`src/rtl/mul_div_unit_if.sv`:
```
// mul_div_unit_if: operation request, HI/LO write and result bundle for the multiply/divide unit.
interface mul_div_unit_if #(parameter int WIDTH = 32);
   logic             start;
   logic [1:0]       op;
   logic [WIDTH-1:0] a;
   logic [WIDTH-1:0] b;
   logic             cancel;
   logic             hi_we;
   logic [WIDTH-1:0] hi_wdata;
   logic             lo_we;
   logic [WIDTH-1:0] lo_wdata;
   logic             in_ready;
   logic             done;
   logic [WIDTH-1:0] hi;
   logic [WIDTH-1:0] lo;
   modport master (output start, op, a, b, cancel, hi_we, hi_wdata, lo_we, lo_wdata,
                   input in_ready, done, hi, lo);
   modport slave  (input start, op, a, b, cancel, hi_we, hi_wdata, lo_we, lo_wdata,
                   output in_ready, done, hi, lo);
endinterface

```
`src/rtl/mul_div_unit.sv`:
```
// mul_div_unit: iterative radix-2 multiply / restoring divide with HI/LO registers.
module mul_div_unit #(
   parameter int WIDTH = 32
) (
   input logic          clk,
   input logic          resetn,
   mul_div_unit_if.slave bus
);
   localparam int CW = $clog2(WIDTH);
   typedef enum logic [1:0] {IDLE, CALC, FIX} state_t;
   state_t             state_q, state_d;
   logic               div_q, div_d, neg_q, neg_d, nega_q, nega_d, dz_q, dz_d, done_q, done_d;
   logic [WIDTH-1:0]   m_q, m_d, hi_q, hi_d, lo_q, lo_d;
   logic [2*WIDTH-1:0] p_q, p_d, prod;
   logic [CW-1:0]      cnt_q, cnt_d;
   logic               accept, sgn, div_ge;
   logic [WIDTH-1:0]   a_abs, b_abs, quo, rem;
   logic [WIDTH:0]     add_s, div_sh, div_df;
   assign accept = bus.start && !bus.cancel && state_q == IDLE;
   assign sgn    = !bus.op[0];
   assign a_abs  = (sgn && bus.a[WIDTH-1]) ? -bus.a : bus.a;
   assign b_abs  = (sgn && bus.b[WIDTH-1]) ? -bus.b : bus.b;
   always_ff @(posedge clk or negedge resetn) begin
      if (!resetn) begin
         state_q <= IDLE;
         div_q   <= 1'b0;
         neg_q   <= 1'b0;
         nega_q  <= 1'b0;
         dz_q    <= 1'b0;
         done_q  <= 1'b0;
         m_q     <= '0;
         p_q     <= '0;
         cnt_q   <= '0;
         hi_q    <= '0;
         lo_q    <= '0;
      end else begin
         state_q <= state_d;
         div_q   <= div_d;
         neg_q   <= neg_d;
         nega_q  <= nega_d;
         dz_q    <= dz_d;
         done_q  <= done_d;
         m_q     <= m_d;
         p_q     <= p_d;
         cnt_q   <= cnt_d;
         hi_q    <= hi_d;
         lo_q    <= lo_d;
      end
   end
   always_comb begin
      state_d = bus.cancel ? IDLE :
                state_q == IDLE ? (bus.start ? CALC : IDLE) :
                state_q == CALC ? (cnt_q == CW'(WIDTH-1) ? FIX : CALC) : IDLE;
   end
   // Multiply keeps the multiplier in the low half of p; divide keeps the dividend/quotient there
   // and the partial remainder in the high half, so one accumulator serves both.
   always_comb begin
      add_s  = {1'b0, p_q[2*WIDTH-1:WIDTH]} + (p_q[0] ? {1'b0, m_q} : '0);
      div_sh = {p_q[2*WIDTH-1:WIDTH], p_q[WIDTH-1]};
      div_df = div_sh - {1'b0, m_q};
      div_ge = div_sh >= {1'b0, m_q};
      quo    = p_q[WIDTH-1:0];
      rem    = p_q[2*WIDTH-1:WIDTH];
      prod   = neg_q ? -p_q : p_q;
      div_d  = div_q;
      neg_d  = neg_q;
      nega_d = nega_q;
      dz_d   = dz_q;
      m_d    = m_q;
      p_d    = p_q;
      cnt_d  = cnt_q;
      hi_d   = hi_q;
      lo_d   = lo_q;
      done_d = 1'b0;
      if (accept) begin
         div_d  = bus.op[1];
         neg_d  = sgn && (bus.a[WIDTH-1] ^ bus.b[WIDTH-1]);
         nega_d = sgn && bus.a[WIDTH-1];
         dz_d   = bus.op[1] && bus.b == '0;
         m_d    = bus.op[1] ? b_abs : a_abs;
         p_d    = {{WIDTH{1'b0}}, bus.op[1] ? a_abs : b_abs};
         cnt_d  = '0;
      end else if (state_q == IDLE) begin
         hi_d = bus.hi_we ? bus.hi_wdata : hi_q;
         lo_d = bus.lo_we ? bus.lo_wdata : lo_q;
      end else if (state_q == CALC && !bus.cancel) begin
         cnt_d = cnt_q + 1'b1;
         p_d   = div_q ? {div_ge ? div_df[WIDTH-1:0] : div_sh[WIDTH-1:0], quo[WIDTH-2:0], div_ge}
                       : {add_s, p_q[WIDTH-1:1]};
      end else if (state_q == FIX && !bus.cancel) begin
         done_d = 1'b1;
         hi_d   = div_q ? (nega_q ? -rem : rem) : prod[2*WIDTH-1:WIDTH];
         lo_d   = div_q ? (dz_q ? '1 : neg_q ? -quo : quo) : prod[WIDTH-1:0];
      end
   end
   assign bus.in_ready = state_q == IDLE;
   assign bus.done     = done_q;
   assign bus.hi       = hi_q;
   assign bus.lo       = lo_q;
endmodule

```
`src/flat_wrapper.sv`:
```
// flat-port wrapper written by rule: the top's interface ports become plain ports
module mul_div_unit_flat 
#(
   parameter int WIDTH = 32
)
  (clk, resetn, bus_start, bus_op, bus_a, bus_b, bus_cancel, bus_hi_we, bus_hi_wdata, bus_lo_we, bus_lo_wdata, bus_in_ready, bus_done, bus_hi, bus_lo);
  mul_div_unit_if #(.WIDTH(WIDTH)) bus_i ();
  input logic clk;
  input logic resetn;
  input wire logic [$bits(bus_i.start)-1:0] bus_start;
  input wire logic [$bits(bus_i.op)-1:0] bus_op;
  input wire logic [$bits(bus_i.a)-1:0] bus_a;
  input wire logic [$bits(bus_i.b)-1:0] bus_b;
  input wire logic [$bits(bus_i.cancel)-1:0] bus_cancel;
  input wire logic [$bits(bus_i.hi_we)-1:0] bus_hi_we;
  input wire logic [$bits(bus_i.hi_wdata)-1:0] bus_hi_wdata;
  input wire logic [$bits(bus_i.lo_we)-1:0] bus_lo_we;
  input wire logic [$bits(bus_i.lo_wdata)-1:0] bus_lo_wdata;
  output wire logic [$bits(bus_i.in_ready)-1:0] bus_in_ready;
  output wire logic [$bits(bus_i.done)-1:0] bus_done;
  output wire logic [$bits(bus_i.hi)-1:0] bus_hi;
  output wire logic [$bits(bus_i.lo)-1:0] bus_lo;
  assign bus_i.start = bus_start;
  assign bus_i.op = bus_op;
  assign bus_i.a = bus_a;
  assign bus_i.b = bus_b;
  assign bus_i.cancel = bus_cancel;
  assign bus_i.hi_we = bus_hi_we;
  assign bus_i.hi_wdata = bus_hi_wdata;
  assign bus_i.lo_we = bus_lo_we;
  assign bus_i.lo_wdata = bus_lo_wdata;
  assign bus_in_ready = bus_i.in_ready;
  assign bus_done = bus_i.done;
  assign bus_hi = bus_i.hi;
  assign bus_lo = bus_i.lo;
  mul_div_unit #(.WIDTH(WIDTH)) u_core (.clk(clk), .resetn(resetn), .bus(bus_i));
endmodule
```
`config.mk`:
```
export PLATFORM = sky130hd
export DESIGN_NAME = mul_div_unit_flat
export DESIGN_NICKNAME = d
export VERILOG_FILES = /design/src/rtl/mul_div_unit_if.sv /design/src/rtl/mul_div_unit.sv /design/src/flat_wrapper.sv
export SDC_FILE = /design/constraint.sdc
export NUM_CORES = 1
export LEC_CHECK = 0
export BUFFER_PORTS_ARGS = -buffer_cell sky130_fd_sc_hd__buf_2
export CORE_AREA = 5 5 124 244
export DETAILED_ROUTE_END_ITERATION = 10
export DIE_AREA = 0 0 129 249
export PLACE_DENSITY = 0.86
export RECOVER_POWER = 50
export SLEW_MARGIN = 20
export SYNTH_ARGS = -nofsm -noshare
export SYNTH_HDL_FRONTEND = slang
export SYNTH_SLANG_ARGS = --single-unit
```
`constraint.sdc`:
```
create_clock -name clk -period 3.3 [get_ports clk]
set_clock_uncertainty 0.1 [all_clocks]
set_input_delay 0.66 -clock clk [delete_from_list [all_inputs] [get_ports clk]]
set_output_delay 0.66 -clock clk [all_outputs]
set_load 0.01 [all_outputs]
```
==> results.cfg <==
[min_path]
holdCritPathClass = in2reg

[run_status]
violations = max-capacitance violations, max-slew violations, negative setup slack
outcome = complete, but fails checks

[routing]
first_pass_iters = 6
route.vias.total = 16900
ant_nets = 0
viasPerCell = 6.46
routedWlPerCell_um = 23.0
drt_iter0_drc = 1693
drc = 0
routed_wl_um = 60100

[synthesis]
synth_cells = 1915
synthArstFlopShare_pct = 100
synth.avg_cell_area_um2 = 7.79
synth-edff-count = 0
ys_seq_elements = 172
synth.most_common_cell = nand2_1
ys_seq_area_share_pct = 28.9
synth_fp_nets = 2123
yosys.area.top_type_share_pct = 28.9
synth_area_um2 = 14900
synthDistinctLibCells = 75
yosys_warnings = 0
yosys.area.top_type = dfrtp_1
synth_flop_cell = dfrtp_1
ys_top_cells_by_count = nand2_1 (226), o21ai_0 (202), dfrtp_1 (172)
synthTopCellsByArea = dfrtp_1 (29%), o21ai_0 (6.8%), xnor2_1 (6.2%), ha_1 (5.9%), nand2_1 (5.7%)

[cts]
cts_sinks = 172
clk_pin_slew_ns = 0.08
cts_made_buffers = 17
clkLatencyLatePin_ns = 0.47
cts_tree = built
cts_buffer_depth = 2
cts_root_buffer = clkbuf_16
htreeDepth = 4

[pwr]
p_int_mw = 8.04
p_leak_nw = 8.66
comb_power_share_pct = 65.3
peakVddDrop_mv = 0.512
netSwitchingFraction_pct = 48.1
pwr-share-clk_pct = 13.3
power_frac_seq_pct = 21.4
switchingPower_mw = 7.46
power.density_nw_per_um2 = 828

[floorplanning]
chipWidth_um = 129
core_um2 = 28100
io_pins = 202
rows = 87
start_util_pct = 53.1
die_h_um = 249
die_area_um2 = 32100

[timing]
fmax_ghz = 0.295
setup_viol = 4
final_max_slew_viol_count = 76
hold_viol = 0
post-route-period-util_pct = 103
fin_ws_ns = -0.0888
rsz0062_at_grt = yes
worst_slew_pin_slew_ns = 1.94
slew_headroom_pct = -29.4
fin_crit_ns = 3.39
finalHoldWorstSlack_ns = 0.368

[grt]
grt_max_degree = 76
antenna_found_initial = 2
globalRoute.totalOverflow = 0
grt_pass1_wl_um = 90100
grt_pass1_vias = 16700
track_usage_pct = 36.0

[final_layout]
multi_input_area_um2 = 10400
antenna_cells = 0
nFillCells = 2292
fin_util_pct = 66.7
seq_area_um2 = 4310
instances_no_fill = 2609
layout.nets = 2448
syn_to_final_growth_pct = 25.5
drive_gt1_share_pct = 24.0

[setup_path]
critical_path_class = reg2reg
end_kind = register
worstPathRequired_ns = 3.58
worstSetupStartpointType = register
critPathArrivalTime_ns = 3.67
cp_max_fo = 4

[job]
maxCapViolCount = 1

[placement]
post-place-ws_ns = -0.202
io_buffers = 201
place_inst = 2569
place_congestion = 1.01
dp_hpwl_um = 45300
==> cell usage in the layout (no fill, tap or decap), types with 14 or more instances in the layout <==
cell type,count
o21ai_0,183
ha_1,68
clkbuf_16,17
a21oi_2,15
dfrtp_1,170
o21ai_1,22
o31ai_1,15
a21oi_1,142
nand2_1,224
or4_1,15
mux2i_1,63
o211ai_1,54
or3_1,14
inv_1,60
a21o_1,33
buf_4,214
nand2b_1,22
nor3_1,33
o22ai_1,35
buf_2,183
o221ai_1,19
xor2_1,69
clkbuf_1,23
nand3_1,21
xnor2_1,102
nor2_1,154
==> metrics by stage <==
stage                     power [mW]  setup TNS [ns]  instance area [um^2]
after CTS                       14.8         -0.0667                 18300
after global routing            16.3           -4.66                 18700
after floorplan                 8.85        -0.00150                 14900
after global placement          12.4           -1.26                 17700
after detailed placement        12.6           -3.26                 17700
final                           15.5          -0.135                 18700
==> state kept, by name (all words and copies together) (netlist names), 2 cells and up <==
name            flops
u_core.cnt_q        5
u_core.m_q         32
u_core.state_q      2
u_core.bus.hi      32
u_core.bus.lo      32
u_core.p_q         64
==> routing by layer <==
metal | track usage [%] | part of all wire, % | up-vias | routed length (um)
li1 | - | - | 7584 | -
met3 | 6.52 | 6.7 | 378 | 4050
met1 | 35.4 | 31 | 7959 | 18800
met5 | 0 | 0.047 | - | 28
met2 | 62.3 | 50 | 936 | 30300
met4 | 32.4 | 11 | 4 | 6900
==> layout make-up <==
type / instances / share of cell area (%)
Timing Repair Buffer: 434 / 14.8
Inverter: 62 / 1.26
Clock buffer: 20 / 2.44
Tap cell: 356 / 2.38
Clock inverter: 12 / 0.642
Sequential cell: 172 / 23.0
Multi-Input combinational cell: 1553 / 55.4
==> path summary, 6_finish.rpt <==
kind,startpoint,to,slack (ns),depth (start not counted)
worst max-delay path,u_core.p_q[12],u_core.bus.hi[6],-0.09,9
worst min-delay path,bus_hi_wdata[21],u_core.bus.hi[21],0.37,3
max in group asynchronous,resetn,u_core.p_q[60],0.45,2
worst min register to register,u_core.bus.hi[14],u_core.bus.hi[14],0.38,2
worst max register to register,u_core.p_q[12],u_core.bus.hi[6],-0.09,9
min in group asynchronous,resetn,u_core.bus.lo[13],0.63,1
==> kinds of logic after synthesis <==
group           synth area share [%]
fa+ha+maj                       6.14
flops                           28.9
mux                             4.23
xor+xnor                        10.2
simple gates                    18.5
buf+inv                         4.87
compound gates                  27.2
==> power by group through the flow <==
stage | Clock (mW) | Sequential (mW) | Combinational (mW)
floorplan | 0 | 3.36 | 5.49
global placement | 0 | 3.26 | 9.11
detailed placement | 0 | 3.29 | 9.33
CTS | 2.06 | 3.25 | 9.44
global route | 2.16 | 3.36 | 10.8
finish | 2.06 | 3.31 | 10.1
==> worst max-delay path: stages, from the launching register on <==
cell,delay [ns]
dfrtp_1,0.39
or4_4,0.55
or3_4,0.35
or4b_4,0.52
or3_4,0.38
or3_4,0.39
a32oi_2,0.20
xnor2_2,0.16
mux2i_1,0.10
o21ai_1,0.17
==> repair_timing <==
item                       4_1_cts  5_1_grt
cloned                           1        1
setup buffers                    0        6
pin swaps                        6       37
hold buffers                     0        0
resized for setup               16      103
setup endpoints to repair       34       50
(Power assumes the default switching activity.)
